[config.mk]
export PLATFORM = sky130hd
export DESIGN_NAME = gerenciador_de_ataque_param_flat
export DESIGN_NICKNAME = d
export VERILOG_FILES = /design/src/rtl/gerenciador_de_ataque_param_if.sv /design/src/rtl/gerenciador_de_ataque_param.sv /design/src/flat_wrapper.sv
export SDC_FILE = /design/constraint.sdc
export NUM_CORES = 1
export LEC_CHECK = 0
export CAP_MARGIN = 25
export CORE_ASPECT_RATIO = 1.25
export CORE_MARGIN = 8
export CORE_UTILIZATION = 55
export DETAILED_ROUTE_END_ITERATION = 10
export GPL_ROUTABILITY_DRIVEN = 0
export PLACE_DENSITY = 0.86
export SYNTH_ARGS = -nofsm -noshare
export SYNTH_HDL_FRONTEND = slang
export SYNTH_SLANG_ARGS = --single-unit
export TNS_END_PERCENT = 1
[constraint.sdc]
create_clock -name clk -period 11 [get_ports clk]
set_input_delay 3.3 -clock clk [delete_from_list [all_inputs] [get_ports clk]]
set_output_delay 3.3 -clock clk [all_outputs]
set_load 0.01 [all_outputs]
[src/rtl/gerenciador_de_ataque_param_if.sv]
// Shot-entry and status bundle for the battleship attack manager.
// Master is the coordinate-entry/display side, slave is the attack manager.
interface gerenciador_de_ataque_param_if #(
    parameter int COLS    = 5,
    parameter int ROWS    = 7,
    parameter int COORD_W = 3,
    parameter int CNT_W   = 6
);
    localparam int MAP_W = COLS * ROWS;

    logic               enable;
    logic               confirmar;
    logic [COORD_W-1:0] coordColuna;
    logic [COORD_W-1:0] coordLinha;
    logic [MAP_W-1:0]   mapa;
    logic [MAP_W-1:0]   matriz;
    logic [MAP_W-1:0]   tiros;
    logic [CNT_W-1:0]   shots_count;
    logic [CNT_W-1:0]   hits_count;
    logic               LED_G;
    logic               LED_R;
    logic               LED_B;
    logic               fim_jogo;
    logic               vitoria;

    modport master (
        output enable, confirmar, coordColuna, coordLinha, mapa,
        input  matriz, tiros, shots_count, hits_count,
        input  LED_G, LED_R, LED_B, fim_jogo, vitoria
    );

    modport slave (
        input  enable, confirmar, coordColuna, coordLinha, mapa,
        output matriz, tiros, shots_count, hits_count,
        output LED_G, LED_R, LED_B, fim_jogo, vitoria
    );
endinterface

[src/rtl/gerenciador_de_ataque_param.sv]
// Clocked attack manager: classifies confirmed shots against the ship map,
// tracks hit/shot masks and counters, and ends the game on win or shot exhaustion.
//
// state | meaning
// IDLE  | game disabled, everything cleared
// PLAY  | accepting shot events
// WIN   | all ships hit, frozen
// LOSE  | shot budget exhausted, frozen
module gerenciador_de_ataque_param #(
    parameter int COLS      = 5,
    parameter int ROWS      = 7,
    parameter int COORD_W   = 3,
    parameter int MAX_SHOTS = 15,
    parameter int CNT_W     = 6
) (
    input  logic                          clk,
    input  logic                          reset,
    gerenciador_de_ataque_param_if.slave  bus
);
    localparam int MAP_W = COLS * ROWS;

    typedef enum logic [1:0] {IDLE, PLAY, WIN, LOSE} state_t;

    state_t             state_q, state_d;
    logic               conf_q;
    logic [CNT_W-1:0]   ship_total_q, ship_total_d;
    logic [MAP_W-1:0]   matriz_q, matriz_d;
    logic [MAP_W-1:0]   tiros_q, tiros_d;
    logic [CNT_W-1:0]   shots_q, shots_d;
    logic [CNT_W-1:0]   hits_q, hits_d;
    logic [2:0]         leds_q, leds_d;   // {G, R, B}

    logic               shot_evt;
    logic               in_range;
    logic [31:0]        cell_idx;
    logic [MAP_W-1:0]   cell_mask;
    logic               repeat_shot;
    logic               is_hit;
    logic [CNT_W-1:0]   map_popcount;

    always_comb begin
        map_popcount = '0;
        for (int i = 0; i < MAP_W; i++) begin
            map_popcount = map_popcount + CNT_W'(bus.mapa[i]);
        end
    end

    // Out-of-range coordinates yield an empty mask so they never touch state.
    always_comb begin
        shot_evt    = bus.confirmar & ~conf_q;
        in_range    = (32'(bus.coordColuna) < 32'(COLS)) && (32'(bus.coordLinha) < 32'(ROWS));
        cell_idx    = 32'(bus.coordColuna) * 32'(ROWS) + 32'(bus.coordLinha);
        cell_mask   = in_range ? (MAP_W'(1) << cell_idx) : '0;
        repeat_shot = |(tiros_q & cell_mask);
        is_hit      = |(bus.mapa & cell_mask);
    end

    always_comb begin
        state_d      = state_q;
        ship_total_d = ship_total_q;
        matriz_d     = matriz_q;
        tiros_d      = tiros_q;
        shots_d      = shots_q;
        hits_d       = hits_q;
        leds_d       = leds_q;

        if (!bus.enable) begin
            state_d      = IDLE;
            ship_total_d = '0;
            matriz_d     = '0;
            tiros_d      = '0;
            shots_d      = '0;
            hits_d       = '0;
            leds_d       = 3'b000;
        end else begin
            unique case (state_q)
                IDLE: begin
                    ship_total_d = map_popcount;
                    state_d      = PLAY;
                end
                PLAY: begin
                    if (shot_evt) begin
                        if (!in_range || repeat_shot) begin
                            leds_d = 3'b001;
                        end else begin
                            tiros_d = tiros_q | cell_mask;
                            shots_d = shots_q + CNT_W'(1);
                            if (is_hit) begin
                                matriz_d = matriz_q | cell_mask;
                                hits_d   = hits_q + CNT_W'(1);
                                leds_d   = 3'b100;
                            end else begin
                                leds_d   = 3'b010;
                            end
                        end
                        if (hits_d == ship_total_q) begin
                            state_d = WIN;
                        end else if (shots_d == CNT_W'(MAX_SHOTS)) begin
                            state_d = LOSE;
                        end
                    end else if (hits_q == ship_total_q) begin
                        // Empty map: the game is already won before any shot.
                        state_d = WIN;
                    end
                end
                WIN, LOSE: begin
                    state_d = state_q;
                end
                default: state_d = IDLE;
            endcase
        end
    end

    always_ff @(posedge clk) begin
        if (reset) begin
            state_q      <= IDLE;
            conf_q       <= 1'b0;
            ship_total_q <= '0;
            matriz_q     <= '0;
            tiros_q      <= '0;
            shots_q      <= '0;
            hits_q       <= '0;
            leds_q       <= 3'b000;
        end else begin
            state_q      <= state_d;
            conf_q       <= bus.confirmar;
            ship_total_q <= ship_total_d;
            matriz_q     <= matriz_d;
            tiros_q      <= tiros_d;
            shots_q      <= shots_d;
            hits_q       <= hits_d;
            leds_q       <= leds_d;
        end
    end

    assign bus.matriz      = matriz_q;
    assign bus.tiros       = tiros_q;
    assign bus.shots_count = shots_q;
    assign bus.hits_count  = hits_q;
    assign bus.LED_G       = leds_q[2];
    assign bus.LED_R       = leds_q[1];
    assign bus.LED_B       = leds_q[0];
    assign bus.vitoria     = (state_q == WIN);
    assign bus.fim_jogo    = (state_q == WIN) || (state_q == LOSE);
endmodule

[src/flat_wrapper.sv]
// flat-port wrapper written by rule: the top's interface ports become plain ports
module gerenciador_de_ataque_param_flat 
#(
    parameter int COLS      = 5,
    parameter int ROWS      = 7,
    parameter int COORD_W   = 3,
    parameter int MAX_SHOTS = 15,
    parameter int CNT_W     = 6
)
  (clk, reset, bus_enable, bus_confirmar, bus_coordColuna, bus_coordLinha, bus_mapa, bus_matriz, bus_tiros, bus_shots_count, bus_hits_count, bus_LED_G, bus_LED_R, bus_LED_B, bus_fim_jogo, bus_vitoria);
  gerenciador_de_ataque_param_if #(.COLS(COLS), .ROWS(ROWS), .COORD_W(COORD_W), .CNT_W(CNT_W)) bus_i ();
  input  logic clk;
  input  logic reset;
  input wire logic [$bits(bus_i.enable)-1:0] bus_enable;
  input wire logic [$bits(bus_i.confirmar)-1:0] bus_confirmar;
  input wire logic [$bits(bus_i.coordColuna)-1:0] bus_coordColuna;
  input wire logic [$bits(bus_i.coordLinha)-1:0] bus_coordLinha;
  input wire logic [$bits(bus_i.mapa)-1:0] bus_mapa;
  output wire logic [$bits(bus_i.matriz)-1:0] bus_matriz;
  output wire logic [$bits(bus_i.tiros)-1:0] bus_tiros;
  output wire logic [$bits(bus_i.shots_count)-1:0] bus_shots_count;
  output wire logic [$bits(bus_i.hits_count)-1:0] bus_hits_count;
  output wire logic [$bits(bus_i.LED_G)-1:0] bus_LED_G;
  output wire logic [$bits(bus_i.LED_R)-1:0] bus_LED_R;
  output wire logic [$bits(bus_i.LED_B)-1:0] bus_LED_B;
  output wire logic [$bits(bus_i.fim_jogo)-1:0] bus_fim_jogo;
  output wire logic [$bits(bus_i.vitoria)-1:0] bus_vitoria;
  assign bus_i.enable = bus_enable;
  assign bus_i.confirmar = bus_confirmar;
  assign bus_i.coordColuna = bus_coordColuna;
  assign bus_i.coordLinha = bus_coordLinha;
  assign bus_i.mapa = bus_mapa;
  assign bus_matriz = bus_i.matriz;
  assign bus_tiros = bus_i.tiros;
  assign bus_shots_count = bus_i.shots_count;
  assign bus_hits_count = bus_i.hits_count;
  assign bus_LED_G = bus_i.LED_G;
  assign bus_LED_R = bus_i.LED_R;
  assign bus_LED_B = bus_i.LED_B;
  assign bus_fim_jogo = bus_i.fim_jogo;
  assign bus_vitoria = bus_i.vitoria;
  gerenciador_de_ataque_param #(.COLS(COLS), .ROWS(ROWS), .COORD_W(COORD_W), .MAX_SHOTS(MAX_SHOTS), .CNT_W(CNT_W)) u_core (.clk(clk), .reset(reset), .bus(bus_i));
endmodule
==> flow_metrics.py <==
metrics = {
    "critical_path": {
        "crit_path_max_fanout": 38,
        "critPathTopFamily": "adder cells",
        "startpoint_class": "input pin",
        "worst_r2r_startpoint": "u_core.bus.tiros[25]$_SDFFE_PP0P_",
        "timing.critical_path.cells": "clkdlybuf4s50_1, fa_1, fa_1, fa_1, or3b_2, a21oi_1, a2111oi_0, a211oi_1, nor4_1, nand4_1, and2_1, buf_4, a31oi_1, nor2_1",
        "worst_setup_path_type": "in2reg",
        "crit_top_cell": "fa_1",
        "path_buf_inv": 2,
        "cp.required_ps": 11210,
        "timing.critical_path.slowest_stage_cell": "fa_1",
        "timing.critical_path.arrival_ps": 8710,
        "timing.critical_path.depth": 14,
        "critical-path-max-stage-delay_ps": 1140,
        "reg2reg_slack_ps": 7990,
        "endpoint": "u_core.bus.matriz[2]$_SDFFE_PP0P_",
        "worst_setup_path_startpoint": "bus_coordColuna[1]",
        "regToRegEndpoint": "u_core.bus.hits_count[4]$_SDFFE_PP0P_",
        "r2r_depth": 9,
        "end_kind": "register",
    },
    "clock_network": {
        "cts_hold_buffers": 0,
        "clock_tree.root_cell": "clkbuf_16",
        "clkLatencyLatePin_ps": 350,
        "postCtsSetupRepairBufs": 0,
        "cts_tree": "built",
        "cts_num_sinks": 94,
        "post_cts_resize_count": 0,
        "clk_pin_slew_worst_paths_ps": 70,
        "ctsHtreeMaxLevel": 3,
        "numCtsBuffers": 9,
        "cts-root-to-sink-buffers": 2,
    },
    "routing": {
        "vias": 5924,
        "wire_per_inst_um": 20.7,
        "route.detailed.drc": 0,
        "wl_met1_um": 6770,
        "drt_first_iter_violations": 701,
        "dr.max_layer_used": "met4",
        "met2_wirelength_um": 9380,
        "drtAntennaViolNets": 0,
        "drt-total-wl_um": 19200,
        "router_iterations_before_antenna_repair": 6,
        "detail_route.vias_per_cell": 6.37,
        "met3WireLength_um": 1830,
    },
    "floorplan": {
        "floorplan.initialDensity": 0.558,
        "rows": 42,
        "die-height_um": 131,
        "pin_count": 132,
        "die_x_um": 108,
        "die_area_mm2": 0.0142,
        "placeableCoreArea_mm2": 0.0105,
    },
    "sta": {
        "final_min_period_over_clock_period": 0.773,
        "final.min_clock_period_ps": 8500,
        "worst_max_slew_pin_slew_ps": 1100,
        "fmaxAchievable_ghz": 0.118,
        "finalMaxSlewViolations": 0,
        "relSlewSlack": 0.268,
        "unrepaired_setup_endpoints_after_global_routing": "false",
        "finalHoldViolations": 0,
        "setup_viol": 0,
        "worst_clock_skew_ps": 7.90,
        "setup-tns-final_ps": 0,
    },
    "global_route": {
        "largest_net_degree_at_the_start_of_global_routing": 95,
        "grt_first_pass_wirelength_um": 30800,
        "antenna_violations_before_repair": 0,
        "globalRoute.totalOverflow": 0,
        "globalRouteTotalUtil": 0.269,
        "vias_in_the_first_global_route": 5978,
    },
    "synth": {
        "synth_sequential_area_ratio": 0.322,
        "yosys.area.top_type": "dfxtp_1",
        "synth_seq_cells": 94,
        "mappedNetlistNets": 785,
        "postSynthCellCount": 688,
        "post-synth-top-area-fraction": 0.322,
        "post-synth-top-count-cell": "nor2_1",
        "synthArstFlopShare": 0,
        "ys_dominant_reg_cell": "dfxtp_1",
        "yosys_synthesis_warning_count": 0,
        "mappedNetlistArea_mm2": 0.00584,
        "synth.cells.most_frequent": "113 x nor2_1, 94 x dfxtp_1, 61 x inv_1",
        "synthesis.area_per_instance_um2": 8.48,
        "count_of_flip_flops_with_a_built_in_enable_after_synthesis": 0,
        "yosys-top-cells-area": "dfxtp_1 32%, fa_1 11%, nor2_1 7.3%",
        "yosysUniqueCellTypes": 68,
    },
    "power_and_ir_drop": {
        "p_switching_mw": 0.551,
        "total_leakage_power_nw": 2.88,
        "power.combinational.fraction": 0.496,
        "seq_power_share": 0.269,
        "max-vdd-ir-drop_mv": 0.231,
        "power_share_of_the_clock_group": 0.235,
        "powerDensity_mw_per_mm2": 178,
        "total_power_mw": 1.33,
        "power_report.internal_total_mw": 0.776,
        "netSwitchingFraction": 0.415,
    },
    "finish": {
        "post-route-cell-area_mm2": 0.00747,
        "diodes_inserted": 0,
        "instances_no_fill": 930,
        "final_net_count": 890,
        "area_growth_syn_to_layout_pct": 28.0,
        "number_of_fill_cells": 785,
        "post_route_cells_drive_above_1_share": 0.0476,
    },
    "place": {
        "hpwlAfterDp_um": 14500,
        "postPlaceCellArea_mm2": 0.00717,
        "portbufs": 131,
        "numPlacedInstances": 914,
    },
    "worst_hold_path": {
        "worstHoldPathType": "reg2reg",
    },
    "flow_run": {
        "maxcap_viol_count": 0,
    },
    "outcome": {
        "outcome": "complete, no violations",
    },
}
==> sequential cells by signal (all words and copies together), names as in the netlist <==
signal                  cells
u_core.ship_total_q         6
u_core.state_q              2
u_core.bus.shots_count      6
u_core.bus.hits_count       6
u_core.bus.matriz          35
u_core.bus.tiros           35
u_core.leds_q               3
u_core.conf_q               1
==> area by class of cell <==
cell class	instances	area, um^2	area share
multi-input combinational	493	3560	0.477
inverter	61	229	0.0307
clock buffer	9	225	0.0302
clock inverter	7	72.6	0.00972
timing repair buffer	134	1330	0.179
sequential	94	1880	0.252
tap	132	165	0.0221
==> worst min path at each step <==
| stage | startpoint | end | slack [ps] | cells past startpoint |
|---|---|---|---|---|
| global placement | u_core.bus.matriz[20]$_SDFFE_PP0P_ | u_core.bus.matriz[20]$_SDFFE_PP0P_ | 450 | 2 |
| CTS | u_core.bus.matriz[20]$_SDFFE_PP0P_ | u_core.bus.matriz[20]$_SDFFE_PP0P_ | 470 | 2 |
| global route | u_core.bus.matriz[25]$_SDFFE_PP0P_ | u_core.bus.matriz[25]$_SDFFE_PP0P_ | 500 | 2 |
| floorplan | u_core.ship_total_q[3]$_SDFFE_PP0N_ | u_core.ship_total_q[3]$_SDFFE_PP0N_ | 450 | 2 |
| detailed placement | u_core.bus.matriz[20]$_SDFFE_PP0P_ | u_core.bus.matriz[20]$_SDFFE_PP0P_ | 460 | 2 |
| finish | u_core.bus.matriz[20]$_SDFFE_PP0P_ | u_core.bus.matriz[20]$_SDFFE_PP0P_ | 470 | 2 |
==> cells in the final DEF (no fill, tap or decap), types with 4 or more instances in the layout <==
master,count
clkdlybuf4s50_1,131
nor2_1,113
dfxtp_1,94
inv_1,61
a21oi_1,48
a31oi_1,46
fa_1,31
nand2_1,27
ha_1,21
xnor2_1,14
nor3_1,14
nand3_1,13
nor2b_1,10
mux2i_1,10
and3_1,10
xor2_1,10
a211oi_1,9
clkbuf_16,9
and2_1,8
o2111ai_1,8
nand4_1,8
nor4_1,8
nor3b_1,7
o21ai_0,6
a21o_1,5
nand3b_1,4
a22o_1,4
==> through the flow <==
stage | utilization | hold slack, ps | worst slack [ps]
CTS | 0.714 | 473 | 2580
floorplan | - | 445 | 3270
finish | 0.714 | 472 | 2500
global route | 0.714 | 505 | 2210
global placement | 0.686 | 454 | 2380
detailed placement | 0.686 | 456 | 2220
==> power groups by stage <==
stage          Clock [mW]  Combinational, mW  Sequential (mW)
2_1_floorplan           0              0.491            0.362
3_3_place_gp            0              0.615            0.364
3_5_place_dp            0              0.642            0.364
4_1_cts             0.311              0.649            0.356
5_1_grt             0.325              0.751            0.357
6_report            0.312              0.658            0.357
==> tightest hold or removal path, cell delays in order (launching register included) <==
cell and delay (ps):
dfxtp_1 330, a31oi_1 40, nor2_1 70
==> cells by family (layout without fill, tap and decap cells) <==
kind of cell / count (synthesis) / count (layout) / synth area share
xor+xnor: 25 / 25 / 0.0388
buf+inv: 101 / 211 / 0.0692
flops: 94 / 94 / 0.322
simple gates: 246 / 246 / 0.210
fa+ha+maj: 52 / 52 / 0.151
mux: 15 / 15 / 0.0307
compound gates: 155 / 155 / 0.178
==> routing by layer <==
| layer | GRT usage | vias up |
|---|---|---|
| met4 | 0.166 | 0 |
| met5 | 0 | - |
| met3 | 0.0553 | 131 |
| li1 | - | 2607 |
| met1 | 0.306 | 2763 |
| met2 | 0.446 | 423 |
No activity file was read; power rests on OpenSTA's default activity.
